**src/rtl/rf_pkg.sv**
```systemverilog
// Shared types and constants for the register-file write arbiter.
// Optional feature macro used by this block: RF_WRITE_BYPASS_EN.
package rf_pkg;

    localparam int REG_ADDR_W = 5;
    localparam int XLEN       = 32;
    localparam logic [REG_ADDR_W-1:0] REG_ZERO = 5'd0;

    // One buffered MDU result; live drops to 0 when a younger pipe write kills it.
    typedef struct packed {
        logic                  live;
        logic [REG_ADDR_W-1:0] wa;
        logic [XLEN-1:0]       wd;
    } wb_entry_t;

    // Which source the arbiter picked this cycle (exposed for debug).
    typedef enum logic [1:0] {
        SEL_NONE = 2'd0,
        SEL_PIPE = 2'd1,
        SEL_MDU  = 2'd2,
        SEL_DROP = 2'd3
    } wb_sel_e;

endpackage

```
**src/rtl/rf_write_arbiter_if.sv**
```systemverilog
// Bus bundle between the writeback sources, the regfile and the arbiter.
// Optional feature macro: RF_WRITE_BYPASS_EN adds the same-cycle bypass ports.
//
// Handshake: the MDU result transfers on a cycle where mdu_valid && mdu_ready
// are both high at the rising edge; the source keeps mdu_* stable while
// mdu_valid is high and mdu_ready is low. The pipeline side has no ready and
// is always accepted.
interface rf_write_arbiter_if;
    import rf_pkg::*;

    logic                  pipe_valid;
    logic [REG_ADDR_W-1:0] pipe_wa;
    logic [XLEN-1:0]       pipe_wd;
    logic                  mdu_valid;
    logic                  mdu_ready;
    logic [REG_ADDR_W-1:0] mdu_wa;
    logic [XLEN-1:0]       mdu_wd;
    logic                  rf_we;
    logic [REG_ADDR_W-1:0] rf_wa;
    logic [XLEN-1:0]       rf_wd;
    logic [REG_ADDR_W-1:0] q_addr;
    logic                  q_pending;
    logic                  stall_req;
    wb_sel_e               dbg_sel;
`ifdef RF_WRITE_BYPASS_EN
    logic [REG_ADDR_W-1:0] byp_ra1;
    logic [REG_ADDR_W-1:0] byp_ra2;
    logic [XLEN-1:0]       byp_rd1;
    logic [XLEN-1:0]       byp_rd2;
    logic                  byp_hit1;
    logic                  byp_hit2;
`endif

    // Sources / regfile / decode side.
    modport master (
        output pipe_valid, pipe_wa, pipe_wd,
        output mdu_valid, mdu_wa, mdu_wd,
        output q_addr,
`ifdef RF_WRITE_BYPASS_EN
        output byp_ra1, byp_ra2,
        input  byp_rd1, byp_rd2, byp_hit1, byp_hit2,
`endif
        input  mdu_ready, rf_we, rf_wa, rf_wd, q_pending, stall_req, dbg_sel
    );

    // Arbiter side.
    modport slave (
        input  pipe_valid, pipe_wa, pipe_wd,
        input  mdu_valid, mdu_wa, mdu_wd,
        input  q_addr,
`ifdef RF_WRITE_BYPASS_EN
        input  byp_ra1, byp_ra2,
        output byp_rd1, byp_rd2, byp_hit1, byp_hit2,
`endif
        output mdu_ready, rf_we, rf_wa, rf_wd, q_pending, stall_req, dbg_sel
    );

endinterface

```
**src/rtl/rf_wb_fifo.sv**
```systemverilog
// Tagged MDU result buffer: push/pop pointers with a wrap bit, kill-by-address
// of buffered entries, and a pending-write query for hazard detection.
// Slots outside the occupied range always carry live=0, so the query and the
// kill can scan every slot without an occupancy mask.
// Optional feature macro of this block: RF_WRITE_BYPASS_EN (not used here).
module rf_wb_fifo
    import rf_pkg::*;
#(
    parameter int DEPTH = 4
) (
    input  logic                  clk,
    input  logic                  rst,
    input  logic                  push_i,
    input  logic [REG_ADDR_W-1:0] push_wa_i,
    input  logic [XLEN-1:0]       push_wd_i,
    input  logic                  pop_i,
    input  logic                  kill_i,
    input  logic [REG_ADDR_W-1:0] kill_wa_i,
    input  logic [REG_ADDR_W-1:0] q_addr_i,
    output wb_entry_t             head_o,
    output logic                  empty_o,
    output logic                  full_o,
    output logic                  q_pending_o
);

    localparam int AW    = $clog2(DEPTH);
    localparam int PTR_W = AW + 1;

    wb_entry_t        mem_q [DEPTH];
    wb_entry_t        mem_d [DEPTH];
    logic [PTR_W-1:0] wr_ptr_q, wr_ptr_d;
    logic [PTR_W-1:0] rd_ptr_q, rd_ptr_d;
    logic [AW-1:0]    wr_idx, rd_idx;

    assign wr_idx  = wr_ptr_q[AW-1:0];
    assign rd_idx  = rd_ptr_q[AW-1:0];
    assign empty_o = (wr_ptr_q == rd_ptr_q);
    assign full_o  = (wr_idx == rd_idx) && (wr_ptr_q[AW] != rd_ptr_q[AW]);
    assign head_o  = mem_q[rd_idx];

    // Next entry contents: kill matching entries, retire the head, store the push.
    always_comb begin
        mem_d = mem_q;
        if (kill_i) begin
            for (int i = 0; i < DEPTH; i++) begin
                if (mem_q[i].wa == kill_wa_i) begin
                    mem_d[i].live = 1'b0;
                end
            end
        end
        if (pop_i) begin
            mem_d[rd_idx].live = 1'b0;
        end
        // A same-cycle pipe write to the same register is younger, so the push lands dead.
        if (push_i) begin
            mem_d[wr_idx].live = !(kill_i && (push_wa_i == kill_wa_i));
            mem_d[wr_idx].wa   = push_wa_i;
            mem_d[wr_idx].wd   = push_wd_i;
        end
    end

    // Pointer advance on push and pop.
    always_comb begin
        wr_ptr_d = wr_ptr_q + PTR_W'(push_i);
        rd_ptr_d = rd_ptr_q + PTR_W'(pop_i);
    end

    // Hazard query: any live buffered entry aimed at q_addr (x0 never pends).
    always_comb begin
        q_pending_o = 1'b0;
        if (q_addr_i != REG_ZERO) begin
            for (int i = 0; i < DEPTH; i++) begin
                if (mem_q[i].live && (mem_q[i].wa == q_addr_i)) begin
                    q_pending_o = 1'b1;
                end
            end
        end
    end

    // Storage and pointer registers; reset discards every buffered entry.
    always_ff @(posedge clk) begin
        if (rst) begin
            wr_ptr_q <= '0;
            rd_ptr_q <= '0;
            for (int i = 0; i < DEPTH; i++) begin
                mem_q[i] <= '0;
            end
        end else begin
            wr_ptr_q <= wr_ptr_d;
            rd_ptr_q <= rd_ptr_d;
            for (int i = 0; i < DEPTH; i++) begin
                mem_q[i] <= mem_d[i];
            end
        end
    end

endmodule

```
**src/rtl/rf_write_arbiter.sv**
```systemverilog
// Register-file write-port arbiter. The pipeline writeback always wins; MDU
// results wait in a tagged buffer and drain on pipe-idle cycles. A pipe write
// kills older buffered results to the same register. If the buffer is blocked
// for STARVE_MAX cycles, stall_req asks the pipeline to hold writeback.
// Optional feature macro: RF_WRITE_BYPASS_EN adds a combinational read bypass
// off the registered write port for the async-read regfile.
module rf_write_arbiter
    import rf_pkg::*;
#(
    parameter int DEPTH      = 4,
    parameter int STARVE_MAX = 8
) (
    input logic               clk,
    input logic               rst,
    rf_write_arbiter_if.slave bus
);

    localparam int CW = $clog2(STARVE_MAX + 1);

    wb_sel_e               sel;
    wb_entry_t             head;
    logic                  fifo_empty, fifo_full;
    logic                  push, pop, kill;
    logic                  fifo_q_pending;

    logic                  rf_we_q, rf_we_d;
    logic [REG_ADDR_W-1:0] rf_wa_q, rf_wa_d;
    logic [XLEN-1:0]       rf_wd_q, rf_wd_d;
    logic [CW-1:0]         starve_q, starve_d;
    logic                  stall_req_q, stall_req_d;

    // x0 pushes are acknowledged but never stored.
    assign push = bus.mdu_valid && !fifo_full && (bus.mdu_wa != REG_ZERO);
    assign kill = bus.pipe_valid && (bus.pipe_wa != REG_ZERO);
    assign pop  = (sel == SEL_MDU) || (sel == SEL_DROP);

    rf_wb_fifo #(.DEPTH(DEPTH)) u_fifo (
        .clk         (clk),
        .rst         (rst),
        .push_i      (push),
        .push_wa_i   (bus.mdu_wa),
        .push_wd_i   (bus.mdu_wd),
        .pop_i       (pop),
        .kill_i      (kill),
        .kill_wa_i   (bus.pipe_wa),
        .q_addr_i    (bus.q_addr),
        .head_o      (head),
        .empty_o     (fifo_empty),
        .full_o      (fifo_full),
        .q_pending_o (fifo_q_pending)
    );

    // Source selection: pipe first, then a live head, else retire a dead head.
    always_comb begin
        sel = SEL_NONE;
        if (bus.pipe_valid) begin
            sel = SEL_PIPE;
        end else if (!fifo_empty) begin
            sel = head.live ? SEL_MDU : SEL_DROP;
        end
    end

    // Write-port next state; writes to x0 update address/data but not the enable.
    always_comb begin
        rf_we_d = 1'b0;
        rf_wa_d = rf_wa_q;
        rf_wd_d = rf_wd_q;
        case (sel)
            SEL_PIPE: begin
                rf_wa_d = bus.pipe_wa;
                rf_wd_d = bus.pipe_wd;
                rf_we_d = (bus.pipe_wa != REG_ZERO);
            end
            SEL_MDU: begin
                rf_wa_d = head.wa;
                rf_wd_d = head.wd;
                rf_we_d = (head.wa != REG_ZERO);
            end
            default: begin
                rf_we_d = 1'b0;
            end
        endcase
    end

    // Starvation count: blocked cycles of a non-empty buffer, saturating.
    always_comb begin
        starve_d = starve_q;
        if (pop || fifo_empty) begin
            starve_d = '0;
        end else if (bus.pipe_valid && (starve_q != CW'(STARVE_MAX))) begin
            starve_d = starve_q + 1'b1;
        end
        stall_req_d = (starve_d == CW'(STARVE_MAX));
    end

    // Output and counter registers.
    always_ff @(posedge clk) begin
        if (rst) begin
            rf_we_q     <= 1'b0;
            rf_wa_q     <= '0;
            rf_wd_q     <= '0;
            starve_q    <= '0;
            stall_req_q <= 1'b0;
        end else begin
            rf_we_q     <= rf_we_d;
            rf_wa_q     <= rf_wa_d;
            rf_wd_q     <= rf_wd_d;
            starve_q    <= starve_d;
            stall_req_q <= stall_req_d;
        end
    end

    assign bus.mdu_ready = !fifo_full;
    assign bus.rf_we     = rf_we_q;
    assign bus.rf_wa     = rf_wa_q;
    assign bus.rf_wd     = rf_wd_q;
    assign bus.q_pending = fifo_q_pending;
    assign bus.stall_req = stall_req_q;
    assign bus.dbg_sel   = sel;

`ifdef RF_WRITE_BYPASS_EN
    // Forward the in-flight regfile write to same-cycle readers.
    always_comb begin
        bus.byp_hit1 = rf_we_q && (rf_wa_q == bus.byp_ra1) && (bus.byp_ra1 != REG_ZERO);
        bus.byp_hit2 = rf_we_q && (rf_wa_q == bus.byp_ra2) && (bus.byp_ra2 != REG_ZERO);
        bus.byp_rd1  = bus.byp_hit1 ? rf_wd_q : '0;
        bus.byp_rd2  = bus.byp_hit2 ? rf_wd_q : '0;
    end
`endif

    // The pipeline is expected to hold writeback while stall_req is high.
    a_no_pipe_during_stall: assert property (
        @(posedge clk) disable iff (rst) !(stall_req_q && bus.pipe_valid)
    );

endmodule

```
**src/flat_wrapper.sv**
```systemverilog
// flat-port wrapper written by rule: the top's interface ports become plain ports
module rf_write_arbiter_flat import rf_pkg::*;
#(
    parameter int DEPTH      = 4,
    parameter int STARVE_MAX = 8
)
  (clk, rst, bus_pipe_valid, bus_pipe_wa, bus_pipe_wd, bus_mdu_valid, bus_mdu_wa, bus_mdu_wd, bus_q_addr, bus_mdu_ready, bus_rf_we, bus_rf_wa, bus_rf_wd, bus_q_pending, bus_stall_req, bus_dbg_sel);
  rf_write_arbiter_if bus_i ();
  input logic clk;
  input logic rst;
  input wire logic [$bits(bus_i.pipe_valid)-1:0] bus_pipe_valid;
  input wire logic [$bits(bus_i.pipe_wa)-1:0] bus_pipe_wa;
  input wire logic [$bits(bus_i.pipe_wd)-1:0] bus_pipe_wd;
  input wire logic [$bits(bus_i.mdu_valid)-1:0] bus_mdu_valid;
  input wire logic [$bits(bus_i.mdu_wa)-1:0] bus_mdu_wa;
  input wire logic [$bits(bus_i.mdu_wd)-1:0] bus_mdu_wd;
  input wire logic [$bits(bus_i.q_addr)-1:0] bus_q_addr;
  output wire logic [$bits(bus_i.mdu_ready)-1:0] bus_mdu_ready;
  output wire logic [$bits(bus_i.rf_we)-1:0] bus_rf_we;
  output wire logic [$bits(bus_i.rf_wa)-1:0] bus_rf_wa;
  output wire logic [$bits(bus_i.rf_wd)-1:0] bus_rf_wd;
  output wire logic [$bits(bus_i.q_pending)-1:0] bus_q_pending;
  output wire logic [$bits(bus_i.stall_req)-1:0] bus_stall_req;
  output wire logic [$bits(bus_i.dbg_sel)-1:0] bus_dbg_sel;
  assign bus_i.pipe_valid = bus_pipe_valid;
  assign bus_i.pipe_wa = bus_pipe_wa;
  assign bus_i.pipe_wd = bus_pipe_wd;
  assign bus_i.mdu_valid = bus_mdu_valid;
  assign bus_i.mdu_wa = bus_mdu_wa;
  assign bus_i.mdu_wd = bus_mdu_wd;
  assign bus_i.q_addr = bus_q_addr;
  assign bus_mdu_ready = bus_i.mdu_ready;
  assign bus_rf_we = bus_i.rf_we;
  assign bus_rf_wa = bus_i.rf_wa;
  assign bus_rf_wd = bus_i.rf_wd;
  assign bus_q_pending = bus_i.q_pending;
  assign bus_stall_req = bus_i.stall_req;
  assign bus_dbg_sel = bus_i.dbg_sel;
  rf_write_arbiter #(.DEPTH(DEPTH), .STARVE_MAX(STARVE_MAX)) u_core (.clk(clk), .rst(rst), .bus(bus_i));
endmodule
```
**config.mk**
```make
export PLATFORM = sky130hd
export DESIGN_NAME = rf_write_arbiter_flat
export DESIGN_NICKNAME = d
export VERILOG_FILES = /design/src/rtl/rf_pkg.sv /design/src/rtl/rf_write_arbiter_if.sv /design/src/rtl/rf_wb_fifo.sv /design/src/rtl/rf_write_arbiter.sv /design/src/flat_wrapper.sv
export SDC_FILE = /design/constraint.sdc
export NUM_CORES = 1
export LEC_CHECK = 0
export BUFFER_PORTS_ARGS = -buffer_cell sky130_fd_sc_hd__buf_2
export CAP_MARGIN = 0
export CORE_MARGIN = 1.5
export CORE_UTILIZATION = 60
export CTS_BUF_LIST = sky130_fd_sc_hd__clkbuf_16
export DETAILED_ROUTE_END_ITERATION = 10
export GPL_ROUTABILITY_DRIVEN = 0
export PLACE_DENSITY_LB_ADDON = 0.12
export SETUP_SLACK_MARGIN = 0.4
export SYNTH_ARGS = -nofsm -noshare
export SYNTH_HDL_FRONTEND = slang
export SYNTH_SLANG_ARGS = --single-unit
```
**constraint.sdc**
```tcl
create_clock -name clk -period 7.6 [get_ports clk]
set_clock_uncertainty 0.2 [all_clocks]
set_input_delay 1.9 -clock clk [delete_from_list [all_inputs] [get_ports clk]]
set_output_delay 1.9 -clock clk [all_outputs]
set_load 0.005 [all_outputs]
```
# Yosys cells after proc, flatten, opt, wreduce, memory -nomap -nowiden
# Cells that the tools add are included.
# Widths: inputs -> output; s select.
# op_classes
bitwise_logic	2
magnitude_cmp	4
eq_ne	17
reduce_logical	21
muxes	38
add_sub_neg	3
# ops
operator	n
$bwmux 152	4
$demux 38 s2	4
$mux 152	2
$mux 38	4
$bmux 38 s2	1
$pmux 32 s2	1
$eq 5x5->1	9
$mux 37	1
$mux 32	1
$reduce_bool 5->1	4
$mux 1	14
$logic_and 1x1->1	12
$pmux 5 s2	1
$mux 4	2
$add 3x1->3	2
$ge 3x3->1 const B	2
$lt 3x1->1 const B	2
$not 2->3	2
$add 4x1->4 const B	1
$eq 2x2->1 const B	2
$eq 4x4->1 const B	1
$mux 2	2
$ne 4x4->1 const B	1
$eq 3x3->1	1
7 further kinds	9
# totals
output_inout_bits	43
inputBits	83
elab_cells	104
register_bits	201

# Logic depth before layout (Yosys ltp)
# logic_depth
word_depth	14
mapped_depth	12
depth_no_buf	10

# By module
# Synthesis repeated with hierarchy kept, for this count alone.
# hier_totals
hier_cells	1028
area_unflattened_um2	9195.1
# modules_own_cells
mod	cells_per_inst	seq_area_each_um2	instances	area_each_um2
rf_wb_fifo	819	3163.0	1	7061.8
rf_write_arbiter	209	860.8	1	2133.3

# Least setup slack after synthesis
# No wires, ideal clock.
# synth_path
kind	input to output
from	in bus_q_addr[2]
to	out bus_q_pending
required_ns	5.500
setup_slack_ns	2.728
stages	6
arrival_ns	2.772
n_path_buf	1
cell_sequence	clkbuf_1 xor2_1 nor4_1 nand3_1 nand4_1 o21a_1
# synth_between
elab_chain_len	7
word_cells_on_any_way	14
classes_between	eq/ne: 4; mux: 5; reduce/logical: 5
# synth_rtl
element	line_no	source
start, declared	flat_wrapper.sv:17	input wire logic [$bits(bus_i.q_addr)-1:0] bus_q_addr;
$eq 5x5->1	rf_wb_fifo.sv:73	if (mem_q[i].live && (mem_q[i].wa == q_addr_i)) begin
$logic_and 1x1->1	rf_wb_fifo.sv:73	
$mux 1 (4 in series)	rf_wb_fifo.sv:73	
$mux 1 *	rf_wb_fifo.sv:71	if (q_addr_i != REG_ZERO) begin
end, declared	flat_wrapper.sv:22	output wire logic [$bits(bus_i.q_pending)-1:0] bus_q_pending;
# Mark *: on every way between the ends. The rest lies on a longest branch, timed or not.

# Final worst setup path
# Same ends and word-level chain as after synthesis.

==> metrics.md <==
| Metric | Value |
|---|---|
| Max Fclk | `200 MHz` |
| Dominant synthesized flop cell | `dfxtp_1` |
| Port buffer count | `125` |
| Leading area contributor after synthesis | `dfxtp_1` |
| Post-Route WL | `20,700 um` |
| Final period util | `0.656` |
| FF-to-FF End | `u_core.bus.rf_wd[16]$_SDFFE_PP0P_` |
| Pwr/cell area | `274 nW/um^2` |
| Critical path startpoint | `bus_q_addr[2]` |
| Post-Syn Area per Cell | `9.58 sq um` |
| # rows | `44` |
| Starting DRC count in detailed routing | `488` |
| Part of the power in registers | `0.437` |
| Clk_lat worst skew | `0.49 ns` |
| Vias in the first global route | `6,732` |
| CP required | `5.50 ns` |
| CTS clock-pin slew for the worst setup and hold paths | `0.06 ns` |
| Comb power frac | `0.214` |
| Rel. slew slack | `0.223` |
| Failing checks | `DRC` |
| Critical Path Fanout Max | `5` |
| Synth area leaders | `dfxtp_1 (44%), mux2i_1 (12%), mux4_2 (9.4%)` |
| Min Clock Period, post-route | `4.99 ns` |
| Fin. Hold Viols | `0` |
| Net count after synthesis | `1,039` |
| Synth Warn # | `0` |
| Post-synth cell types | `41` |
| Clk network pwr share | `0.349` |
| Hold Path Class | `reg -> reg` |
| Vert. Die Dim | `126 um` |
| Pin count of the biggest net entering global routing | `125` |
| M3 GR Usage | `0.0442` |
| Worst setup path class | `in -> out` |
| Post-synth top area share | `0.443` |
| Total CTS buffers | `21` |
| Initial Util | `0.620` |
| Post-route ant nets | `0` |
| Post-synthesis async set-or-reset flop share | `0` |
| Register area share after synthesis | `0.443` |
| Synthesized flop and latch total | `201` |
| Post-synth EDFFs | `0` |
| Setup TNS Final | `0 ns` |
| Top Usage Layer GRT | `met2` |
| WL/cell | `16.8 um` |
| Share of post-route cells with drive strength above 1 | `0.205` |
| Initial antenna violation count | `0` |
| Detailed Place HPWL | `13,000 um` |
| Drt via density | `5.71` |
| Max-Cap Viols | `0` |
| DR pass1 iterations | `8` |
| Worst r2r src | `u_core.u_fifo.rd_ptr_q[0]$_SDFF_PP0_` |
| Critical Path End Type | `output pin` |
| Met1 Use GR | `0.364` |
| CTS Hold Bufs | `0` |
| Slew Viols, Final | `0` |
| Internal power | `2.04 mW` |
| # nets final | `1,123` |
| Met2 Use GR | `0.425` |
| # setup viols final | `0` |
| Pleak | `4.02 nW` |
| Grt ovf | `0` |
| Sw frac | `0.283` |
| Reg2Reg Setup Slack | `3.57 ns` |
| Max VDD drop | `0.206 mV` |
| Post-CTS setup buffers | `0` |
| Chip Width | `126 um` |
| Status | `finished with violations` |
| DR DRC count | `22` |
| Vias | `7,012` |
| Core area | `14,600 sq um` |
| Measured slew at the worst slew-check pin | `1.16 ns` |
| Data arrival, critical path | `2.89 ns` |
| Layout area overhead | `14.6%` |
| Mapped Area | `9090 sq um` |
| Total GRT Usage | `0.260` |
| Final core occ | `0.711` |
| Critical Path End | `bus_q_pending` |
| Cells after synthesis | `948` |
| Worst R2R Path Depth | `10` |
| Post-CTS Resized | `0` |
| IO Pins | `126` |
| Unrepaired setup endpoints after global routing | `false` |
| CTS Root Cell | `clkbuf_16` |
| Net Switching | `0.808 mW` |
| Longest Clk Path Bufs | `3` |
| First-pass GRT wire length | `33,900 um` |
| H-tree depth | `1` |
| Die area | `15,900 sq um` |
| CTS tree | `built` |
| Kind of start point of the critical path | `input port` |
| CTS Sinks | `201` |
[cell type report]
class                           instances  area [sq um]
Antenna cell                            1          2.50
Clock inverter                         14           134
Tap cell                              184           230
Sequential cell                       201          4030
Clock buffer                           21           526
Inverter                               43           161
Multi-Input combinational cell        625          4590
Fill cell                            1139          4230
Timing Repair Buffer                  140           744
[synth_stat cells, types with 3 or more instances]
cell,instances
dfxtp_1,201
nor2_1,126
nand2_1,119
mux2i_1,113
a21oi_1,75
clkbuf_1,52
inv_1,42
mux4_2,38
a221oi_1,36
xor2_1,32
xnor2_1,20
buf_2,16
nand3_1,11
ha_1,8
nor4_1,8
buf_1,5
buf_4,4
nor2b_1,4
o41ai_1,4
nand2b_1,3
nor3_1,3
o21ai_0,3
or4_1,3
[cells by family (layout without fill, tap and decap cells)]
group / Yosys count / count (layout) / synth area share
AND/OR/NAND/NOR: 290 / 290 / 0.135
flip-flops: 201 / 201 / 0.443
multiplexers: 151 / 151 / 0.219
AO/OA/AOI/OAI: 124 / 124 / 0.0866
buffers and inverters: 122 / 218 / 0.0559
XOR/XNOR: 52 / 52 / 0.0501
adder cells (fa/ha/maj): 8 / 8 / 0.0110
other: 0 / 1 / 0
[worst min-delay path by stage]
stage / startpoint / end / slack, ns / cells past startpoint
CTS: u_core.u_fifo.mem_q[6]$_SDFFE_PP0P_ / u_core.u_fifo.mem_q[6]$_SDFFE_PP0P_ / 0.25 / 2
global placement: u_core.u_fifo.mem_q[30]$_SDFFE_PP0P_ / u_core.u_fifo.mem_q[30]$_SDFFE_PP0P_ / 0.24 / 2
global route: u_core.u_fifo.mem_q[13]$_SDFFE_PP0P_ / u_core.u_fifo.mem_q[13]$_SDFFE_PP0P_ / 0.27 / 2
floorplan: u_core.u_fifo.mem_q[0]$_SDFFE_PP0P_ / u_core.u_fifo.mem_q[0]$_SDFFE_PP0P_ / 0.23 / 2
detailed placement: u_core.u_fifo.mem_q[6]$_SDFFE_PP0P_ / u_core.u_fifo.mem_q[6]$_SDFFE_PP0P_ / 0.24 / 2
finish: u_core.u_fifo.mem_q[31]$_SDFFE_PP0P_ / u_core.u_fifo.mem_q[31]$_SDFFE_PP0P_ / 0.25 / 2
[metrics by stage]
step | hold WS, ns | instance area [sq um] | instances | worst slack [ns] | power (mW)
floorplan | 0.233 | 9090 | 948 | 2.73 | 1.67
global placement | 0.239 | 9750 | 1193 | 2.61 | 1.86
detailed placement | 0.245 | 9750 | 1193 | 2.60 | 1.87
CTS | 0.253 | 10400 | 1228 | 2.60 | 2.87
global route | 0.271 | 10400 | 1228 | 2.49 | 2.99
finish | 0.253 | 10400 | 1229 | 2.61 | 2.85
[power groups by stage]
stage	Clock (mW)	Sequential, mW	Combinational, mW
detailed placement	0	1.27	0.607
finish	0.995	1.25	0.609
global placement	0	1.27	0.598
CTS	1.01	1.25	0.611
global route	1.05	1.26	0.680
floorplan	0	1.24	0.430
[per-layer routing]
layer / part of all wire / up-vias
li1: - / 3429
met1: 0.46 / 3356
met2: 0.46 / 205
met3: 0.064 / 22
met4: 0.0099 / 0
met5: 0 / -
[layout by cell type (no fill, tap or decap), types with 7 or more instances in the layout]
cell type  netlist  layout
dfxtp_1        201     199
nor2_1         126     126
buf_2           16     124
nand2_1        119     119
mux2i_1        113     113
a21oi_1         75      75
inv_1           42      45
mux4_2          38      38
a221oi_1        36      36
xor2_1          32      32
clkbuf_16        0      21
xnor2_1         20      20
buf_4            4      15
nand3_1         11      11
nor4_1           8       8
clkinv_1         1       7
ha_1             8       7
[flip-flops by register name (all words and copies together) (netlist names)]
name,count
u_core.bus.rf_wd,32
u_core.starve_q,4
u_core.u_fifo.rd_ptr_q,3
u_core.u_fifo.mem_q,152
u_core.bus.rf_wa,5
u_core.u_fifo.wr_ptr_q,3
u_core.bus.rf_we,1
u_core.bus.stall_req,1
[worst max-delay path, cell delays in order]
cell     delay, ns
buf_2         0.15
xor2_1        0.15
nor4_1        0.28
nand3_1       0.10
nand4_1       0.10
o21a_1        0.11
buf_2         0.10
Note: power is estimated with default switching activity, not from simulation.
